===== config.mk =====
export PLATFORM = sky130hd
export DESIGN_NAME = rv32i_branch_predict_unit
export DESIGN_NICKNAME = d
export VERILOG_FILES = /design/src/rtl/rv32i_branch_predict_unit_pkg.sv /design/src/rtl/rv32i_sat_counter.sv /design/src/rtl/rv32i_branch_predict_unit.sv
export SDC_FILE = /design/constraint.sdc
export NUM_CORES = 1
export LEC_CHECK = 0
export CAP_MARGIN = 40
export CORE_MARGIN = 4
export CORE_UTILIZATION = 52
export DETAILED_ROUTE_END_ITERATION = 16
export PLACE_DENSITY_LB_ADDON = 0.12
export SLEW_MARGIN = 15
export SYNTH_ARGS = -nofsm -noshare
export SYNTH_HDL_FRONTEND = slang
export SYNTH_SLANG_ARGS = --single-unit

===== constraint.sdc =====
create_clock -name i_clk -period 4.5 [get_ports i_clk]
set_input_delay 0.675 -clock i_clk [delete_from_list [all_inputs] [get_ports i_clk]]
set_output_delay 0.675 -clock i_clk [all_outputs]
set_load 0.03 [all_outputs]

===== src/rtl/rv32i_branch_predict_unit_pkg.sv =====
// Shared definitions for the branch unit: comparison op codes, the BHT
// counter type, its weakly-not-taken reset value and index-width helper.
package rv32i_branch_predict_unit_pkg;

    // Comparison selects, as produced by the decoder
    localparam int ALU_OP_WIDTH = 4;
    localparam logic [ALU_OP_WIDTH-1:0] ALU_EQ  = 4'd8;
    localparam logic [ALU_OP_WIDTH-1:0] ALU_NEQ = 4'd9;
    localparam logic [ALU_OP_WIDTH-1:0] ALU_LT  = 4'd10;
    localparam logic [ALU_OP_WIDTH-1:0] ALU_GE  = 4'd11;
    localparam logic [ALU_OP_WIDTH-1:0] ALU_LTU = 4'd12;
    localparam logic [ALU_OP_WIDTH-1:0] ALU_GEU = 4'd13;

    // Default BHT counter: 2-bit, reset to weakly-not-taken (01)
    localparam int BHT_CNT_WIDTH = 2;
    typedef logic [BHT_CNT_WIDTH-1:0] bht_cnt_t;
    localparam bht_cnt_t BHT_INIT = bht_cnt_t'((1 << (BHT_CNT_WIDTH - 1)) - 1);

    // Weakly-not-taken value for an arbitrary counter width (MSB clear, rest set)
    function automatic int bht_init_value(input int cnt_width);
        return (1 << (cnt_width - 1)) - 1;
    endfunction

    // Number of PC bits used to index a BHT of the given depth
    function automatic int bht_idx_width(input int depth);
        return $clog2(depth);
    endfunction

endpackage


===== src/rtl/rv32i_sat_counter.sv =====
// Next-value function of a saturating up/down counter of CNT_WIDTH bits.
module rv32i_sat_counter #(
    parameter int CNT_WIDTH = 2
) (
    input  logic [CNT_WIDTH-1:0] cnt,
    input  logic                 inc,
    output logic [CNT_WIDTH-1:0] next
);

    // Step toward taken or not-taken, holding at the rails
    always_comb begin
        next = cnt;
        if (inc) begin
            if (cnt != {CNT_WIDTH{1'b1}}) next = cnt + CNT_WIDTH'(1);
        end else begin
            if (cnt != {CNT_WIDTH{1'b0}}) next = cnt - CNT_WIDTH'(1);
        end
    end

endmodule


===== src/rtl/rv32i_branch_predict_unit.sv =====
// Branch unit: resolves branches/jumps in EX, predicts direction for IF from
// a BHT of saturating counters, issues a registered redirect on mispredict.
module rv32i_branch_predict_unit
    import rv32i_branch_predict_unit_pkg::*;
#(
    parameter int WIDTH      = 32,
    parameter int BHT_DEPTH  = 64,
    parameter int CNT_WIDTH  = BHT_CNT_WIDTH,
    parameter int PERF_WIDTH = 32
) (
    input  logic                    i_clk,
    input  logic                    i_rst_n,
    input  logic [WIDTH-1:0]        i_if_pc,
    output logic                    o_if_pred_taken,
    input  logic                    i_ex_valid,
    input  logic                    i_ex_stall,
    input  logic [WIDTH-1:0]        i_ex_pc,
    input  logic                    i_ex_pred_taken,
    input  logic [ALU_OP_WIDTH-1:0] i_branch_op,
    input  logic [WIDTH-1:0]        i_rs1_data,
    input  logic [WIDTH-1:0]        i_rs2_data,
    input  logic                    i_do_branch,
    input  logic                    i_do_jump,
    input  logic [WIDTH-1:0]        i_target,
    output logic                    o_redirect,
    output logic [WIDTH-1:0]        o_redirect_pc,
    output logic [PERF_WIDTH-1:0]   o_perf_branches,
    output logic [PERF_WIDTH-1:0]   o_perf_mispredicts
);

    localparam int IDX_W = bht_idx_width(BHT_DEPTH);
    localparam logic [CNT_WIDTH-1:0] INIT_VAL = (CNT_WIDTH == BHT_CNT_WIDTH)
        ? CNT_WIDTH'(BHT_INIT) : CNT_WIDTH'(bht_init_value(CNT_WIDTH));

    logic [CNT_WIDTH-1:0] bht [BHT_DEPTH];
    logic [IDX_W-1:0]     if_idx;
    logic [IDX_W-1:0]     ex_idx;
    logic                 cond;
    logic                 resolve;
    logic                 actual;
    logic                 mispredict;
    logic                 bht_update;
    logic [CNT_WIDTH-1:0] bht_next;
    logic                 unused_pc_bits;

    assign if_idx = i_if_pc[IDX_W+1:2];
    assign ex_idx = i_ex_pc[IDX_W+1:2];
    assign unused_pc_bits = ^{i_if_pc, i_ex_pc};

    assign o_if_pred_taken = bht[if_idx][CNT_WIDTH-1];

    // Evaluate the branch condition selected by the decoder
    always_comb begin
        cond = 1'b0;
        case (i_branch_op)
            ALU_EQ:  cond = (i_rs1_data == i_rs2_data);
            ALU_NEQ: cond = (i_rs1_data != i_rs2_data);
            ALU_LT:  cond = ($signed(i_rs1_data) <  $signed(i_rs2_data));
            ALU_GE:  cond = ($signed(i_rs1_data) >= $signed(i_rs2_data));
            ALU_LTU: cond = (i_rs1_data <  i_rs2_data);
            ALU_GEU: cond = (i_rs1_data >= i_rs2_data);
            default: cond = 1'b0;
        endcase
    end

    assign resolve    = i_ex_valid & ~i_ex_stall & (i_do_branch | i_do_jump);
    assign actual     = i_do_jump | (i_do_branch & cond);
    assign mispredict = resolve & (actual != i_ex_pred_taken);
    assign bht_update = resolve & i_do_branch & ~i_do_jump;

    rv32i_sat_counter #(
        .CNT_WIDTH(CNT_WIDTH)
    ) u_sat_counter (
        .cnt  (bht[ex_idx]),
        .inc  (actual),
        .next (bht_next)
    );

    // Train the indexed BHT entry with each resolved conditional branch
    always_ff @(posedge i_clk or negedge i_rst_n) begin
        if (!i_rst_n) begin
            for (int i = 0; i < BHT_DEPTH; i++) bht[i] <= INIT_VAL;
        end else if (bht_update) begin
            bht[ex_idx] <= bht_next;
        end
    end

    // Register the redirect pulse/target and count branches and mispredicts
    always_ff @(posedge i_clk or negedge i_rst_n) begin
        if (!i_rst_n) begin
            o_redirect         <= 1'b0;
            o_redirect_pc      <= '0;
            o_perf_branches    <= '0;
            o_perf_mispredicts <= '0;
        end else begin
            o_redirect <= mispredict;
            if (mispredict) begin
                o_redirect_pc      <= actual ? i_target : (i_ex_pc + WIDTH'(4));
                o_perf_mispredicts <= o_perf_mispredicts + PERF_WIDTH'(1);
            end
            if (bht_update) o_perf_branches <= o_perf_branches + PERF_WIDTH'(1);
        end
    end

endmodule


==> flow_summary.ini <==
[run_status]
outcome = completed

[place]
dpl.cell_count = 1828
port_buffers = 242
place_hpwl_um = 25700
gp_congestion = 0.911
place_area_um2 = 15200

[clock_tree]
clkLatencyLatePin_ps = 520
post-cts-setup-buffer-count = 0
cts.sinks = 225
cts_resized = 0
cts.clk_slew.worst_paths_ps = 60
root_buffer = clkbuf_16
ctsHtreeMaxLevel = 1
cts_hold_buf = 0
clockBufferDepth = 3
cts_buffers = 24
cts_tree = yes

[sta]
min_period_ps = 3950
clock_skew_ps = 13.2
relSlewSlack_pct = 37.3
setup_viol = 0
slew_violations = 0
period_share_pct = 87.8
hold_violations = 0
setup_tns_ps = 0
rsz0062_at_grt = no
tightestPinTransition_ps = 940
fmax_ghz = 0.253
whs_ps = 188

[drt]
totalWireLength_um = 35300
vias_per_cell = 5.70
drtAntennaViolNets = 0
vias = 10665
wl_per_cell_um = 18.8
drc = 0
first_pass_iters = 5
drt-initial-drc-count = 904

[floorplanning]
die_area_um2 = 26300
core_area_um2 = 23500
start_util_pct = 52.7
ios = 269
row_count = 56
fp.dieH_um = 162
die_w_um = 162

[yosys]
netlist_instances = 1303
ys_warn_count = 0
yosysSeqAreaShare_pct = 46.1
syn_avg_cell_area_um2 = 9.50
synth.cell_area_um2 = 12400
yosys.cell_types.count = 58
synth_seq_cells = 225
synth_ff_type = dfrtp_1
ys_async_sr_fraction_pct = 100
synth_edf_count = 0
syn-num-nets = 1509

[setup_path]
crit_buf_inv = 3
rr_startpoint = bht[15]
critPathTopFamily = multiplexers
r2r_slack_ps = 1770
crit_top_cell = mux4_2
critical_path.startpoint_type = input port
crit_type = input port to output pin
slowest_stage = mux4_2
slowest_delay_ps = 580
crit_arrival_ps = 3280
required_ps = 3830
cp-end-kind = output pin
ff2ff_path_depth = 8
r2r_end = bht[38]
worstPathCellList = clkdlybuf4s50_1 > buf_4 > mux4_2 > mux4_2 > mux4_2 > buf_4
path_max_fanout = 16

[final_layout]
nFillCells = 1812
final_area_um2 = 16200
n_antenna_cell = 0
fin_util_pct = 69.0
drive_above_1_share_pct = 13.0
layout.nets = 1741
synthToLayoutAreaGrowth_pct = 30.8
finalNonFillerCells = 1872

[power_and_ir_drop]
ir_worst_vdd_mv = 0.297
p_per_area_nw_per_um2 = 367
p_leak_nw = 6.83

[global_routing]
grt_pass1_vias = 10535
grt_antenna_before_repair = 0
grt_overflow = 0
grt_max_degree = 119
grt_pass1_wl_um = 56200
grt_usage_pct = 26.5

[job]
cap_violations = 0

[hold_path]
worst_hold_path_type = input port to async pin
==> flip-flops by register name, indices dropped and copies added, names as in the netlist <==
signal / count
o_perf_branches: 32
o_perf_mispredicts: 32
o_redirect_pc: 32
o_redirect: 1
bht: 128
==> how the worst max path moves through the flow <==
stage | startpoint | to | cells past startpoint
6_report | i_if_pc[2] | o_if_pred_taken | 6
3_5_place_dp | i_rs2_data[7] | o_perf_mispredicts[11] | 13
5_1_grt | i_rs2_data[5] | o_perf_mispredicts[22] | 13
4_1_cts | i_if_pc[2] | o_if_pred_taken | 6
3_3_place_gp | i_rs2_data[7] | o_perf_mispredicts[1] | 13
2_1_floorplan | i_if_pc[2] | o_if_pred_taken | 5
==> cells in the final DEF, fill, tap and decap left out, types with 11 or more instances in the layout <==
cell type | netlist | final
xor2_1 | 62 | 62
inv_1 | 42 | 42
nor2_1 | 78 | 78
xnor2_1 | 30 | 30
ha_1 | 35 | 35
and3_1 | 19 | 19
nand4_1 | 22 | 22
a22oi_1 | 11 | 11
o21ai_0 | 164 | 164
a21oi_1 | 58 | 58
mux4_2 | 37 | 37
nand2_1 | 254 | 254
dfrtp_1 | 161 | 161
buf_4 | 0 | 26
nand3_1 | 48 | 48
nor3_1 | 16 | 16
clkbuf_16 | 0 | 24
dfstp_2 | 64 | 64
mux2i_1 | 18 | 18
clkdlybuf4s50_1 | 0 | 238
==> power breakdown <==
group          switching, mW  leakage [nW]  total, mW  internal (mW)
combinational          0.734          3.53       1.27          0.533
clock                  0.839         0.467       2.35           1.51
sequential             0.130          2.83       2.33           2.20
total                   1.70          6.83       5.94           4.24
==> worst register-to-register path, delay by kind of cell, from the launching register on <==
family	cells	cell delay [ps]
and+or+nand+nor	1	270
AOI/OAI and AO/OA	4	1010
muxes	2	690
DFF	1	420
buffers and inverters	1	250
==> final cells by class <==
type	count	area [um^2]	area share [%]
Tap cell	319	399	2.47
Clock buffer	30	663	4.10
Multi-Input combinational cell	970	6270	38.7
Clock inverter	14	285	1.76
Inverter	42	158	0.974
Sequential cell	225	5710	35.3
Timing Repair Buffer	272	2700	16.7
==> routing by layer <==
metal | routed length (um) | track usage (%) | part of all wire (%) | up-vias
met5 | 0 | 0 | 0 | -
met4 | 1080 | 8.84 | 3.1 | 0
met3 | 2980 | 4.82 | 8.4 | 83
met2 | 16900 | 44.1 | 48 | 421
met1 | 14300 | 35.3 | 41 | 5117
li1 | - | - | - | 5044
==> cells in the mapped netlist, drive strengths merged, types with 2 or more instances <==
library cell    n  area share (%)
clkbuf         45             1.4
a21o            7            0.42
mux2           10            0.91
mux4           37             6.7
a211oi          8            0.49
ha             35             3.5
a31oi           5            0.25
and2            9            0.45
and3b           3            0.21
nand3          48             1.9
nor3b           2            0.12
or3             3            0.19
nor4           11            0.68
dfstp          64              14
buf            21            0.82
inv            42             1.3
nand3b          5            0.30
and3           19            0.96
nor3           21             1.1
nand4          23             1.3
o211ai          2            0.12
o2bb2ai         2            0.14
nand2         254             7.7
dfrtp         161              33
o22ai           2            0.10
a22oi          11            0.67
nor2           78             2.4
nand2b          3            0.15
a22o            2            0.14
nor2b          10            0.51
xnor2          30             2.1
and4            5            0.35
a21oi          61             2.6
xor2           62             4.4
mux2i          18             1.5
o21ai         164             6.6
a221oi          7            0.50
==> logic make-up (layout without fill, tap and decap cells) <==
logic type      count (synthesis)  after routing  share of synthesized area, %
compound gates                279            279                          12.6
fa+ha+maj                      35             35                          3.54
xor+xnor                       92             92                          6.51
buf+inv                       108            358                          3.46
simple gates                  499            499                          18.6
mux                            65             65                          9.10
flops                         225            225                          46.1
==> per-stage QoR <==
stage               power [mW]  setup WS, ps
finish                    5.94           549
CTS                       5.97           541
floorplan                 3.00           633
global placement          3.60           202
global route              6.17           455
detailed placement        3.63           165
Power figures use the tool's default switching activity.
